$ cat src/rtl/fencing_pkg.sv
// Shared fencing package: bout FSM states, winner encoding, screen location
// and generic data types, plus the default winning score.
// No ports (package only).
package fencing_pkg;

  // Default number of touches needed to win a match.
  localparam int WIN_SCORE_DEFAULT = 5;

  typedef enum logic [2:0] {
    IDLE       = 3'd0,
    WAIT_READY = 3'd1,
    COUNTDOWN  = 3'd2,
    FENCING    = 3'd3,
    TOUCH      = 3'd4,
    MATCH_OVER = 3'd5
  } bout_state_t;

  typedef enum logic [1:0] {
    NONE     = 2'd0,
    PLAYER   = 2'd1,
    OPPONENT = 2'd2,
    DRAW     = 2'd3
  } winner_t;

  typedef struct packed {
    logic [10:0] x;
    logic [9:0]  y;
  } location_t;

  typedef logic [7:0] data_t;

  // Higher score wins, equal scores are a draw. This covers both the
  // normal WIN_SCORE finish (double touch to WIN_SCORE ties) and the
  // time-limit finish.
  function automatic winner_t decide_winner(input logic [3:0] player,
                                            input logic [3:0] opponent);
    if (player > opponent) begin
      return PLAYER;
    end else if (opponent > player) begin
      return OPPONENT;
    end
    return DRAW;
  endfunction

endpackage

$ cat src/rtl/bout_controller_sec_timer.sv
// sec_timer: per-second prescaler driving a loadable seconds down-counter.
// Ports:
//   clk, rst      - clock, asynchronous active-high reset
//   restart       - reload secs from load_sec and clear the prescaler
//   enable        - prescaler advances only while high
//   load_sec      - seconds value loaded on restart
//   secs          - seconds remaining (counts down, stops at 0)
//   done          - high in the final cycle of the final second
module sec_timer #(
  parameter int CYCLES_PER_SEC = 74_250_000,
  parameter int SEC_W          = 8
) (
  input  logic             clk,
  input  logic             rst,
  input  logic             restart,
  input  logic             enable,
  input  logic [SEC_W-1:0] load_sec,
  output logic [SEC_W-1:0] secs,
  output logic             done
);

  localparam int PRE_W = (CYCLES_PER_SEC > 1) ? $clog2(CYCLES_PER_SEC) : 1;
  localparam logic [PRE_W-1:0] PRE_LAST = PRE_W'(CYCLES_PER_SEC - 1);

  logic [PRE_W-1:0] pre;
  logic             sec_tick;

  assign sec_tick = enable && (secs != '0) && (pre == PRE_LAST);
  // Signalled one cycle early so the owner can change state exactly when
  // the loaded number of seconds has elapsed.
  assign done     = sec_tick && (secs == SEC_W'(1));

  always_ff @(posedge clk or posedge rst) begin
    if (rst) begin
      pre  <= '0;
      secs <= '0;
    end else if (restart) begin
      pre  <= '0;
      secs <= load_sec;
    end else if (enable && (secs != '0)) begin
      if (sec_tick) begin
        pre  <= '0;
        secs <= secs - 1'b1;
      end else begin
        pre  <= pre + 1'b1;
      end
    end
  end

endmodule

$ cat src/rtl/bout_controller.sv
// bout_controller: match sequencing for a two-board fencing game.
// Optional feature macro: BOUT_TIME_LIMIT_EN (cumulative FENCING time limit).
// Ports:
//   clk_pixel_in, rst_in            - clock, asynchronous active-high reset
//   self_started_in, opponent_started_in - start levels from both boards
//   player_scored_in, opponent_scored_in - touches, qualified by score_valid_in
//   score_valid_in, restart_in      - one-cycle strobes
//   state_out                       - current bout_state_t
//   player_score_out, opponent_score_out - scores
//   countdown_out                   - seconds left in COUNTDOWN, else 0
//   actions_enable_out              - high in FENCING only
//   position_reset_out              - one-cycle pulse on COUNTDOWN entry
//   winner_out                      - winner_t, valid in MATCH_OVER
module bout_controller
  import fencing_pkg::*;
#(
  parameter int CYCLES_PER_SEC = 74_250_000,
  parameter int WIN_SCORE      = WIN_SCORE_DEFAULT,
  parameter int COUNTDOWN_SEC  = 3,
  parameter int TOUCH_HOLD_SEC = 2
`ifdef BOUT_TIME_LIMIT_EN
  ,
  parameter int BOUT_SEC       = 180
`endif
) (
  input  logic       clk_pixel_in,
  input  logic       rst_in,
  input  logic       self_started_in,
  input  logic       opponent_started_in,
  input  logic       player_scored_in,
  input  logic       opponent_scored_in,
  input  logic       score_valid_in,
  input  logic       restart_in,
  output logic [2:0] state_out,
  output logic [3:0] player_score_out,
  output logic [3:0] opponent_score_out,
  output logic [1:0] countdown_out,
  output logic       actions_enable_out,
  output logic       position_reset_out,
  output logic [1:0] winner_out
);

  localparam logic [3:0] WIN = 4'(WIN_SCORE);

  bout_state_t state, state_next;
  logic [3:0]  player_score, player_score_next;
  logic [3:0]  opponent_score, opponent_score_next;
  winner_t     winner, winner_next;
  logic        position_reset, position_reset_next;

  logic        phase_restart;
  logic [7:0]  phase_load;
  logic [7:0]  phase_secs;
  logic        phase_done;

  sec_timer #(
    .CYCLES_PER_SEC(CYCLES_PER_SEC),
    .SEC_W         (8)
  ) phase_timer (
    .clk     (clk_pixel_in),
    .rst     (rst_in),
    .restart (phase_restart),
    .enable  (1'b1),
    .load_sec(phase_load),
    .secs    (phase_secs),
    .done    (phase_done)
  );

`ifdef BOUT_TIME_LIMIT_EN
  logic       bout_restart;
  logic [7:0] bout_secs;
  logic       bout_done;
  logic       bout_time_up;

  // Loaded once per match (IDLE or a restart) and only advanced while
  // FENCING, so it accumulates fencing time across touches.
  assign bout_restart = (state == IDLE) || ((state == MATCH_OVER) && restart_in);
  assign bout_time_up = bout_done && (bout_secs != 8'd0);

  sec_timer #(
    .CYCLES_PER_SEC(CYCLES_PER_SEC),
    .SEC_W         (8)
  ) bout_timer (
    .clk     (clk_pixel_in),
    .rst     (rst_in),
    .restart (bout_restart),
    .enable  (state == FENCING),
    .load_sec(8'(BOUT_SEC)),
    .secs    (bout_secs),
    .done    (bout_done)
  );
`endif

  always_ff @(posedge clk_pixel_in or posedge rst_in) begin
    if (rst_in) begin
      state          <= IDLE;
      player_score   <= 4'd0;
      opponent_score <= 4'd0;
      winner         <= NONE;
      position_reset <= 1'b0;
    end else begin
      state          <= state_next;
      player_score   <= player_score_next;
      opponent_score <= opponent_score_next;
      winner         <= winner_next;
      position_reset <= position_reset_next;
    end
  end

  always_comb begin
    state_next          = state;
    player_score_next   = player_score;
    opponent_score_next = opponent_score;
    winner_next         = winner;
    phase_load          = 8'd0;

    case (state)
      IDLE: state_next = WAIT_READY;
      WAIT_READY: begin
        if (self_started_in && opponent_started_in) begin
          state_next = COUNTDOWN;
        end
      end
      COUNTDOWN: begin
        if (phase_done) begin
          state_next = FENCING;
        end
      end
      FENCING: begin
        if (score_valid_in) begin
          if (player_scored_in && (player_score < WIN)) begin
            player_score_next = player_score + 4'd1;
          end
          if (opponent_scored_in && (opponent_score < WIN)) begin
            opponent_score_next = opponent_score + 4'd1;
          end
          if (player_scored_in || opponent_scored_in) begin
            state_next = TOUCH;
          end
        end
`ifdef BOUT_TIME_LIMIT_EN
        // A same-cycle strobe has already been folded into the next scores.
        if (bout_time_up) begin
          state_next = MATCH_OVER;
        end
`endif
      end
      TOUCH: begin
        if (phase_done) begin
          state_next = ((player_score == WIN) || (opponent_score == WIN)) ?
                       MATCH_OVER : COUNTDOWN;
        end
      end
      MATCH_OVER: begin
        if (restart_in) begin
          state_next          = WAIT_READY;
          player_score_next   = 4'd0;
          opponent_score_next = 4'd0;
        end
      end
      default: state_next = IDLE;
    endcase

    if (state_next != MATCH_OVER) begin
      winner_next = NONE;
    end else if (state != MATCH_OVER) begin
      winner_next = decide_winner(player_score_next, opponent_score_next);
    end

    // Every state change reloads the phase timer, so no partial second
    // leaks from one phase into the next.
    phase_restart = (state_next != state);
    case (state_next)
      COUNTDOWN: phase_load = 8'(COUNTDOWN_SEC);
      TOUCH:     phase_load = 8'(TOUCH_HOLD_SEC);
      default:   phase_load = 8'd0;
    endcase

    position_reset_next = (state_next == COUNTDOWN) && (state != COUNTDOWN);
  end

  assign state_out          = state;
  assign player_score_out   = player_score;
  assign opponent_score_out = opponent_score;
  assign countdown_out      = (state == COUNTDOWN) ? 2'(phase_secs) : 2'd0;
  assign actions_enable_out = (state == FENCING);
  assign position_reset_out = position_reset;
  assign winner_out         = winner;

endmodule

$ cat config.mk
export PLATFORM = sky130hd
export DESIGN_NAME = bout_controller
export DESIGN_NICKNAME = d
export VERILOG_FILES = /design/src/rtl/fencing_pkg.sv /design/src/rtl/bout_controller_sec_timer.sv /design/src/rtl/bout_controller.sv
export SDC_FILE = /design/constraint.sdc
export NUM_CORES = 1
export LEC_CHECK = 0
export BUFFER_PORTS_ARGS = -buffer_cell sky130_fd_sc_hd__buf_2
export CAP_MARGIN = 20
export CELL_PAD_IN_SITES_DETAIL_PLACEMENT = 0
export CELL_PAD_IN_SITES_GLOBAL_PLACEMENT = 1
export CORE_MARGIN = 1.5
export CORE_UTILIZATION = 46
export CTS_CLUSTER_DIAMETER = 30
export CTS_CLUSTER_SIZE = 28
export DETAILED_ROUTE_END_ITERATION = 6
export PLACE_DENSITY = 0.77
export SLEW_MARGIN = 20
export SYNTH_ARGS = -nofsm -noshare
export SYNTH_HDL_FRONTEND = slang
export SYNTH_SLANG_ARGS = --single-unit
$ cat constraint.sdc
create_clock -name clk_pixel_in -period 3.1 [get_ports clk_pixel_in]
set_input_delay 0.31 -clock clk_pixel_in [delete_from_list [all_inputs] [get_ports clk_pixel_in]]
set_output_delay 0.31 -clock clk_pixel_in [all_outputs]
set_load 0.02 [all_outputs]
### Word-level counts from Yosys, hierarchy flattened

Cells that the tools add are included.

| operators by class | value |
|---|---|
| $add $sub $neg | 4 |
| order comparisons | 4 |
| equality and inequality tests | 15 |
| multiplexer cells | 33 |
| reduce and logical (&&, ||, !) cells | 14 |

Operators with widths:

| operator | count |
|---|---|
| $mux W27 | 3 |
| $add A27 B1 Y27 const B | 1 |
| $eq A27 B27 Y1 const B | 1 |
| $mux W4 | 6 |
| $mux W8 | 3 |
| $mux W3 | 7 |
| $pmux W3 S6 | 1 |
| $pmux W4 S2 | 2 |
| $mux W2 | 6 |
| $eq A3 B2 Y1 const B | 3 |
| $eq A3 B3 Y1 const B | 3 |
| $add A4 B1 Y4 const B | 2 |
| $eq A4 B3 Y1 const B | 2 |
| $eq A8 B1 Y1 const B | 1 |
| $gt A4 B4 Y1 | 2 |
| $lt A4 B3 Y1 const B | 2 |
| $reduce_bool A8 Y1 | 1 |
| $sub A8 B1 Y8 const B | 1 |
| $logic_and A1 B1 Y1 | 6 |
| $ne A3 B3 Y1 const B | 2 |
| $reduce_bool A2 Y1 | 3 |
| $mux W1 | 4 |
| $pmux W2 S2 | 1 |
| $eq A3 B1 Y1 const B | 1 |
| other kinds (5) | 6 |

| storage, ports and cells | value |
|---|---|
| register bits after elaboration | 49 |
| input port bits | 8 |
| output and inout bits | 17 |

### Longest topological paths before layout

Gate-level depths: netlist of run 1.

| depth | value |
|---|---|
| word-level depth | 13 |
| mapped depth | 15 |

### By module

From an unflattened synthesis of run 1, not the netlist that was laid out.

| second synthesis, totals | value |
|---|---|
| cells, all modules | 338 |
| area, all modules | 3,155.5 um^2 |

By module, submodules not included:

| module | instances | cells each | area an instance (um^2) | seq. area each (um^2) |
|---|---|---|---|---|
| sec_timer | 1 | 224 | 2,114.5 | 875.8 |
| bout_controller | 1 | 114 | 1,041.0 | 350.3 |

### Worst setup path before layout of run 1

OpenSTA, ideal clock, no wires.

| path | value |
|---|---|
| path type | register to register |
| start point | reg state[1], in the netlist state_out[1] |
| end point | reg winner[0], in the netlist winner_out[0] |
| setup time | 0.086 ns |
| arrival time | 2.572 ns |
| required time | 3.014 ns |
| slack | 0.442 ns |
| stages on the path, launching flop included | 14 |
| buffers on the path | 1 |
| clock period less this slack | 2.658 ns |
| cells stage by stage | dfrtp_1 > clkbuf_1 > nor2b_1 > nand2_1 > inv_1 > and2_1 > a22o_1 > ha_1 > nor2b_1 > o21ai_0 > nand2b_1 > a21oi_1 > o22ai_1 > nor3_1 |

| between the ends | value |
|---|---|
| cells in the longest elaborated chain, start to end | 10 |
| elaborated cells on any way between the ends | 28 |

Ends and longest elaborated chain:

| what | line | RTL |
|---|---|---|
| start, declared | bout_controller.sv:45 | `bout_state_t state, state_next;` |
| start signal, assigned | bout_controller.sv:102 | `state <= state_next;` |
| $eq A3 B2 Y1 (*) | - |  |
| net actions_enable_out | bout_controller.sv:38 | `output logic actions_enable_out,` |
| $pmux W4 S2 (*) | bout_controller.sv:117 | `case (state)` |
| net opponent_score_next[1] | bout_controller.sv:47 | `logic [3:0] opponent_score, opponent_score_next;` |
| $gt A4 B4 Y1 | fencing_pkg.sv:39 | `end else if (opponent > player) begin` |
| $mux W1 | fencing_pkg.sv:39 |  |
| $mux W1 | fencing_pkg.sv:37 | `if (player > opponent) begin` |
| $mux W1 | bout_controller.sv:166 | `end else if (state != MATCH_OVER) begin` |
| $mux W1 | bout_controller.sv:164 | `if (state_next != MATCH_OVER) begin` |
| $mux W2 (*) | fencing_pkg.sv:42 | `return DRAW;` |
| $mux W2 (*) | bout_controller.sv:166 |  |
| $mux W2 (*) | bout_controller.sv:164 |  |
| end signal, assigned | bout_controller.sv:105 | `winner <= winner_next;` |
| end, declared | bout_controller.sv:48 | `winner_t winner, winner_next;` |

Mark *: on every way through the listed nets, which the timed path passes. The rest lies on a longest branch. The select of a mux whose other input is x is not followed.
A chain may end at the register's enable or synchronous reset.

### Final worst setup path of run 1

| path | value |
|---|---|
| start point | reg state[1], in the netlist state_out[1] |
| end point | reg winner[0], in the netlist winner_out[0] |

| between the ends | value |
|---|---|
| cells in the longest elaborated chain, start to end | 10 |
| elaborated cells on any way between the ends | 28 |

Ends and longest elaborated chain:

| what | line |
|---|---|
| $eq A3 B3 Y1 or $eq A3 B2 Y1 (tied branches) | bout_controller.sv:117 |
| $pmux W4 S2 (*) | bout_controller.sv:117 |
| net opponent_score_next[1] | bout_controller.sv:47 |
| $gt A4 B4 Y1 | fencing_pkg.sv:39 |
| $mux W1 | fencing_pkg.sv:39 |
| $mux W1 | fencing_pkg.sv:37 |
| $mux W1 | bout_controller.sv:166 |
| $mux W1 | bout_controller.sv:164 |
| $mux W2 (*) | fencing_pkg.sv:42 |
| $mux W2 (*) | bout_controller.sv:166 |
| $mux W2 (*) | bout_controller.sv:164 |

Marks and branches as above.

==> flow_summary.ini, run 1 <==
[outcome]
outcome = finished clean

[pwr]
power_switching_share = 0.455
intPower_mw = 1.29
powerDensity_mw_per_mm2 = 688
power_switching_mw = 1.08
power_frac_clock = 0.162
seqPwrFrac = 0.359
pwr-share-comb = 0.479
power_mw = 2.37
irDropWorstVdd_v = 0.000413
p_leak_nw = 1.57

[synthesis]
yosys-top-cells-area = dfrtp_1 39%, a21oi_1 5.8%, ha_1 5.5%
synth_cells = 357
synthFlopType = dfrtp_1
avgSynthCellArea_um2 = 8.88
ys_warn_count = 0
yosysMostFrequentCell = dfrtp_1
async_flop_share = 1.00
synth_area_mm2 = 0.00317
ys_ff_latch = 49
synth_nets = 379
synth_common_cells = 49 x dfrtp_1, 37 x a21oi_1, 33 x nand2_1, 30 x nor2_1, 18 x o21ai_0
yosys.area.top_type_share = 0.387
yosysSeqAreaShare = 0.387
yosysTopAreaCell = dfrtp_1
ys_types = 55
synth_edf_count = 0

[global_route]
grt_use_total = 0.214
grt_pass1_vias = 2548
overflow = 0
antenna_found_initial = 0
grt_pass1_wl_um = 12600
grt_max_degree = 50

[clock_network]
h-tree-depth = 2
postCtsSetupBuffers = 0
clk_latency_ns = 0.30
hold_buffers = 0
clock_sinks = 49
cts_resized = 0
clockBufferDepth = 2
tritoncts = built
cts.clk_slew.worst_paths_ns = 0.08
numCtsBuffers = 5
ctsRootBufferMaster = clkbuf_8

[placed_design]
dpl.hpwl_um = 5300
preCtsSetupSlack_ns = 0.397
placed_cell_area_mm2 = 0.00335
routabilityCongestion = 0.861
port_buffers = 24

[setup_path]
crit_path_end_kind = flip-flop
r2r-end = winner_out[0]
startpoint_type = flip-flop
critical_path_arrival_ns = 2.93
rr_startpoint = state_out[1]
r2r_setup_slack_ns = 0.39
cp.required_ns = 3.31
crit_type = flip-flop to flip-flop
cp_max_fo = 11
r2r_cells = 12

[detailed_routing]
num_vias = 2711
drtPass1Iterations = 4
wl_um = 7320
via_per_inst = 5.89
ant_nets = 0
wire_per_inst_um = 15.9
drc = 0
drt_iter0_markers = 130

[worst_hold_path]
min_path_type = input port to async pin

[floorplanning]
coreArea_mm2 = 0.00672
die-area_mm2 = 0.00740
die_x_um = 86.0
ios = 25
start_util = 0.472
die_h_um = 86.0
placementRows = 30

[sta]
slew_headroom = 0.412
setup_viol_count_final = 0
worstMarginPinSlew_ns = 0.882
period_share = 0.875
final_max_slew_viol_count = 0
period_minus_slack_ns = 2.71
rsz0062_at_grt = false
layout_setup_ws_ns = 0.386
clock_skew_ns = 0.00648
finalHoldViolCount = 0
fin_setup_tns_ns = 0
timing.fmax_ghz = 0.368

[flow_run]
max_cap_viol_count = 0

[final_layout]
fin_area_mm2 = 0.00344
diodes = 0
area_growth_pct = 8.56
fillers = 676
layout.nets = 402
drive_above_1_share = 0.147
==> sequential cells by signal, indices dropped and copies added, names as in the netlist <==
signal and count:
player_score_out 4, state_out 3, opponent_score_out 4, winner_out 2, phase_timer.pre 27, position_reset_out 1
phase_timer.secs 8
==> how the worst max path moves through the flow <==
stage               cells after the start          from  slack, ns            end
floorplan                              13  state_out[1]       0.44  winner_out[0]
global placement                       12  state_out[2]       0.50  winner_out[0]
detailed placement                     12  state_out[1]       0.40  winner_out[0]
CTS                                    12  state_out[1]       0.37  winner_out[0]
global route                           12  state_out[1]       0.07  winner_out[0]
finish                                 12  state_out[1]       0.39  winner_out[0]
==> cell families (layout without fill, tap and decap cells) <==
group | Yosys count | count (layout) | share of synthesized area
AND/OR/NAND/NOR | 170 | 170 | 0.320
multiplexers | 5 | 5 | 0.0162
flip-flops | 49 | 49 | 0.387
AO/OA/AOI/OAI | 81 | 81 | 0.156
buffers and inverters | 30 | 53 | 0.0434
XOR/XNOR | 8 | 8 | 0.0221
adder cells (fa/ha/maj) | 14 | 14 | 0.0552
==> area by class of cell <==
| class | count | area (um2) | area share |
|---|---|---|---|
| inverters | 17 | 65.1 | 0.0189 |
| well taps | 80 | 100 | 0.0291 |
| flip-flops and latches | 49 | 1230 | 0.356 |
| clock buffers | 7 | 86.3 | 0.0251 |
| multi-input cells | 278 | 1810 | 0.525 |
| repair buffers | 29 | 158 | 0.0458 |
==> power groups by stage <==
stage | clock network (mW) | registers, mW | logic (mW)
final | 0.385 | 0.850 | 1.13
after global routing | 0.424 | 0.874 | 1.27
after CTS | 0.403 | 0.848 | 1.15
after detailed placement | 0 | 0.861 | 1.14
after global placement | 0 | 0.858 | 1.15
after floorplan | 0 | 0.893 | 0.778
==> placed cells by master, fill, tap and decap left out, drive strengths merged, types with 3 or more instances in the layout <==
master	synthesis	routed
a31o	3	3
nand2	35	35
o21ai	19	19
a21oi	38	38
buf	8	29
and2	4	4
inv	17	16
nor3	15	15
or3	10	10
nand4b	7	7
nand4	13	13
o22ai	3	3
nand3b	3	3
nor2b	9	9
mux2i	4	4
clkbuf	5	7
nor2	30	30
and3	6	6
xor2	7	7
nand3	17	17
a21o	3	3
nor4	8	8
nand2b	9	9
dfrtp	49	49
ha	14	14
==> through the flow <==
step	std cells	util	hold WS, ns
CTS	460	0.512	0.312
floorplan	357	-	0.506
global placement	453	0.499	0.526
finish	460	0.512	0.151
detailed placement	453	0.499	0.534
global route	460	0.512	0.237
==> layer usage <==
metal	track usage	part of all wire	routed length, um	up-vias
li1	-	-	-	1334
met1	0.321	0.52	3800	1319
met2	0.324	0.44	3220	49
met3	0.0337	0.033	238	9
met4	0.0484	0.0089	65	0
met5	0	0	0	-
==> worst max-delay path, cell delays in order, from the launching register on <==
cell	delay (ns)
dfrtp_1	0.49
nor2b_1	0.34
nand2_1	0.17
nand2_1	0.11
o21ai_0	0.12
a22o_1	0.27
ha_1	0.31
nor2b_1	0.13
o21ai_0	0.14
nand2b_1	0.07
a21oi_1	0.22
o22ai_1	0.12
nor3_1	0.14
Note: power is estimated with default switching activity, not from simulation.
==> run 2: changes to the inputs <==
--- a/config.mk
+++ b/config.mk
@@ -14,7 +14,8 @@
 export CTS_CLUSTER_DIAMETER = 30
 export CTS_CLUSTER_SIZE = 28
 export DETAILED_ROUTE_END_ITERATION = 6
-export PLACE_DENSITY = 0.77
+export GPL_ROUTABILITY_DRIVEN = 0
+export PLACE_DENSITY_LB_ADDON = 0.1
 export SLEW_MARGIN = 20
 export SYNTH_ARGS = -nofsm -noshare
 export SYNTH_HDL_FRONTEND = slang
==> flow_summary.ini, run 2 (same netlist as run 1, synthesis figures left out) <==
[outcome]
outcome = finished clean

[setup_path]
max_stage_delay_ns = 0.47
cp.required_ns = 3.32
startpoint_type = flip-flop
rr_startpoint = state_out[2]
crit_type = flip-flop to flip-flop
startpoint = state_out[2]
crit_path_end_kind = flip-flop
crit_path_top_delay_cell = dfrtp_1
critical_path_arrival_ns = 2.92
critical_path.cell_chain = nor2b_1 -> nand3_1 -> nand2_1 -> o21ai_0 -> a22o_1 -> ha_1 -> nor2b_1 -> o21ai_0 -> nand2b_1 -> a21oi_1 -> o22ai_1 -> nor3_1
cp_max_fo = 9

[final_layout]
reg_top3 = phase_timer.pre (27), phase_timer.secs (8)
layout.nets = 404
drive_above_1_share = 0.152
diodes = 0
fin_cells = 462
regMostFlops = phase_timer.pre
fin_area_mm2 = 0.00346
area_growth_pct = 9.00
finalCoreUtilization = 0.514
final_cell_mix = 49 x dfrtp_1, 37 x a21oi_1, 33 x nand2_1
final_common_cell = dfrtp_1
largest_register_ffs = 27

[sta]
fin_setup_tns_ns = 0
final_max_slew_viol_count = 0
period_minus_slack_ns = 2.70
slew_headroom = 0.511
timing.fmax_ghz = 0.370
rsz0062_at_grt = false
timing.hold.ws_ns = 0.125
clock_skew_ns = 0.0103
setup_viol_count_final = 0
worstMarginPinSlew_ns = 0.733
finalHoldViolCount = 0
layout_setup_ws_ns = 0.400
period_share = 0.871

[detailed_routing]
wire_per_inst_um = 15.8
drt_iter0_markers = 130
via_per_inst = 5.74
wl_um = 7290
drc = 0
ant_nets = 0
drtPass1Iterations = 4
num_vias = 2650

[floorplanning]
start_util = 0.472
die_x_um = 86.0
die_h_um = 86.0
coreArea_mm2 = 0.00672
ios = 25
die-area_mm2 = 0.00740
placementRows = 30

[pwr]
seqPwrFrac = 0.359
power_mw = 2.36
p_leak_nw = 1.58
power_switching_share = 0.454
powerDensity_mw_per_mm2 = 684
intPower_mw = 1.29
pwr-share-comb = 0.478
irDropWorstVdd_v = 0.000376
power_frac_clock = 0.163
power_switching_mw = 1.07

[clock_network]
clock_sinks = 49
h-tree-depth = 2
numCtsBuffers = 5
postCtsSetupBuffers = 0
cts_resized = 0
ctsRootBufferMaster = clkbuf_8
clk_latency_ns = 0.30
cts.clk_slew.worst_paths_ns = 0.09
clockBufferDepth = 2
hold_buffers = 0
tritoncts = built

[global_route]
overflow = 0
grt_pass1_wl_um = 12900
antenna_found_initial = 0
grt_max_degree = 36
grt_pass1_vias = 2622
grt_use_total = 0.217

[flow_run]
max_cap_viol_count = 0

[placed_design]
placed_cell_area_mm2 = 0.00337
preCtsSetupSlack_ns = 0.382
port_buffers = 24
dpl.hpwl_um = 5300
placedCellCount = 455

[worst_hold_path]
min_path_type = input port to async pin
run 2: power groups by stage:
| stage | logic [mW] | registers [mW] | clock network, mW |
|---|---|---|---|
| after global routing | 1.26 | 0.868 | 0.431 |
| after detailed placement | 1.14 | 0.859 | 0 |
| after floorplan | 0.778 | 0.893 | 0 |
| after global placement | 1.15 | 0.855 | 0 |
| after CTS | 1.14 | 0.848 | 0.405 |
| final | 1.13 | 0.847 | 0.385 |
run 2: area by class of cell:
cell class | instances | area [um2]
Clock buffer | 7 | 86.3
Fill cell | 655 | 3260
Inverter | 17 | 63.8
Multi-Input combinational cell | 278 | 1810
Sequential cell | 49 | 1230
Tap cell | 80 | 100
Timing Repair Buffer | 31 | 173
run 2: worst paths after layout:
check | to | slack [ns] | cells after the start
worst max-delay path | winner_out[0] | 0.40 | 12
min in group clk_pixel_in | player_score_out[0] | 0.49 | 5
worst max register to register | winner_out[0] | 0.40 | 12
worst min register to register | phase_timer.secs[6] | 0.55 | 2
max in group asynchronous | phase_timer.pre[26] | 2.28 | 3
worst min-delay path | phase_timer.pre[11] | 0.12 | 2
run 2: per-layer routing:
| metal | up-vias | track usage | wire, um |
|---|---|---|---|
| met2 | 43 | 0.358 | 3450 |
| met3 | 6 | 0.0366 | 162 |
| met5 | - | 0 | 0 |
| met4 | 0 | 0.0587 | 55 |
| li1 | 1335 | - | - |
| met1 | 1266 | 0.295 | 3610 |
run 2: worst max-delay path, delay by kind of cell (launching register included):
family | cells | cell delay (ns)
and+or+nand+nor | 6 | 0.98
AOI/OAI and AO/OA | 5 | 0.86
DFF | 1 | 0.47
adders and majority gates | 1 | 0.31
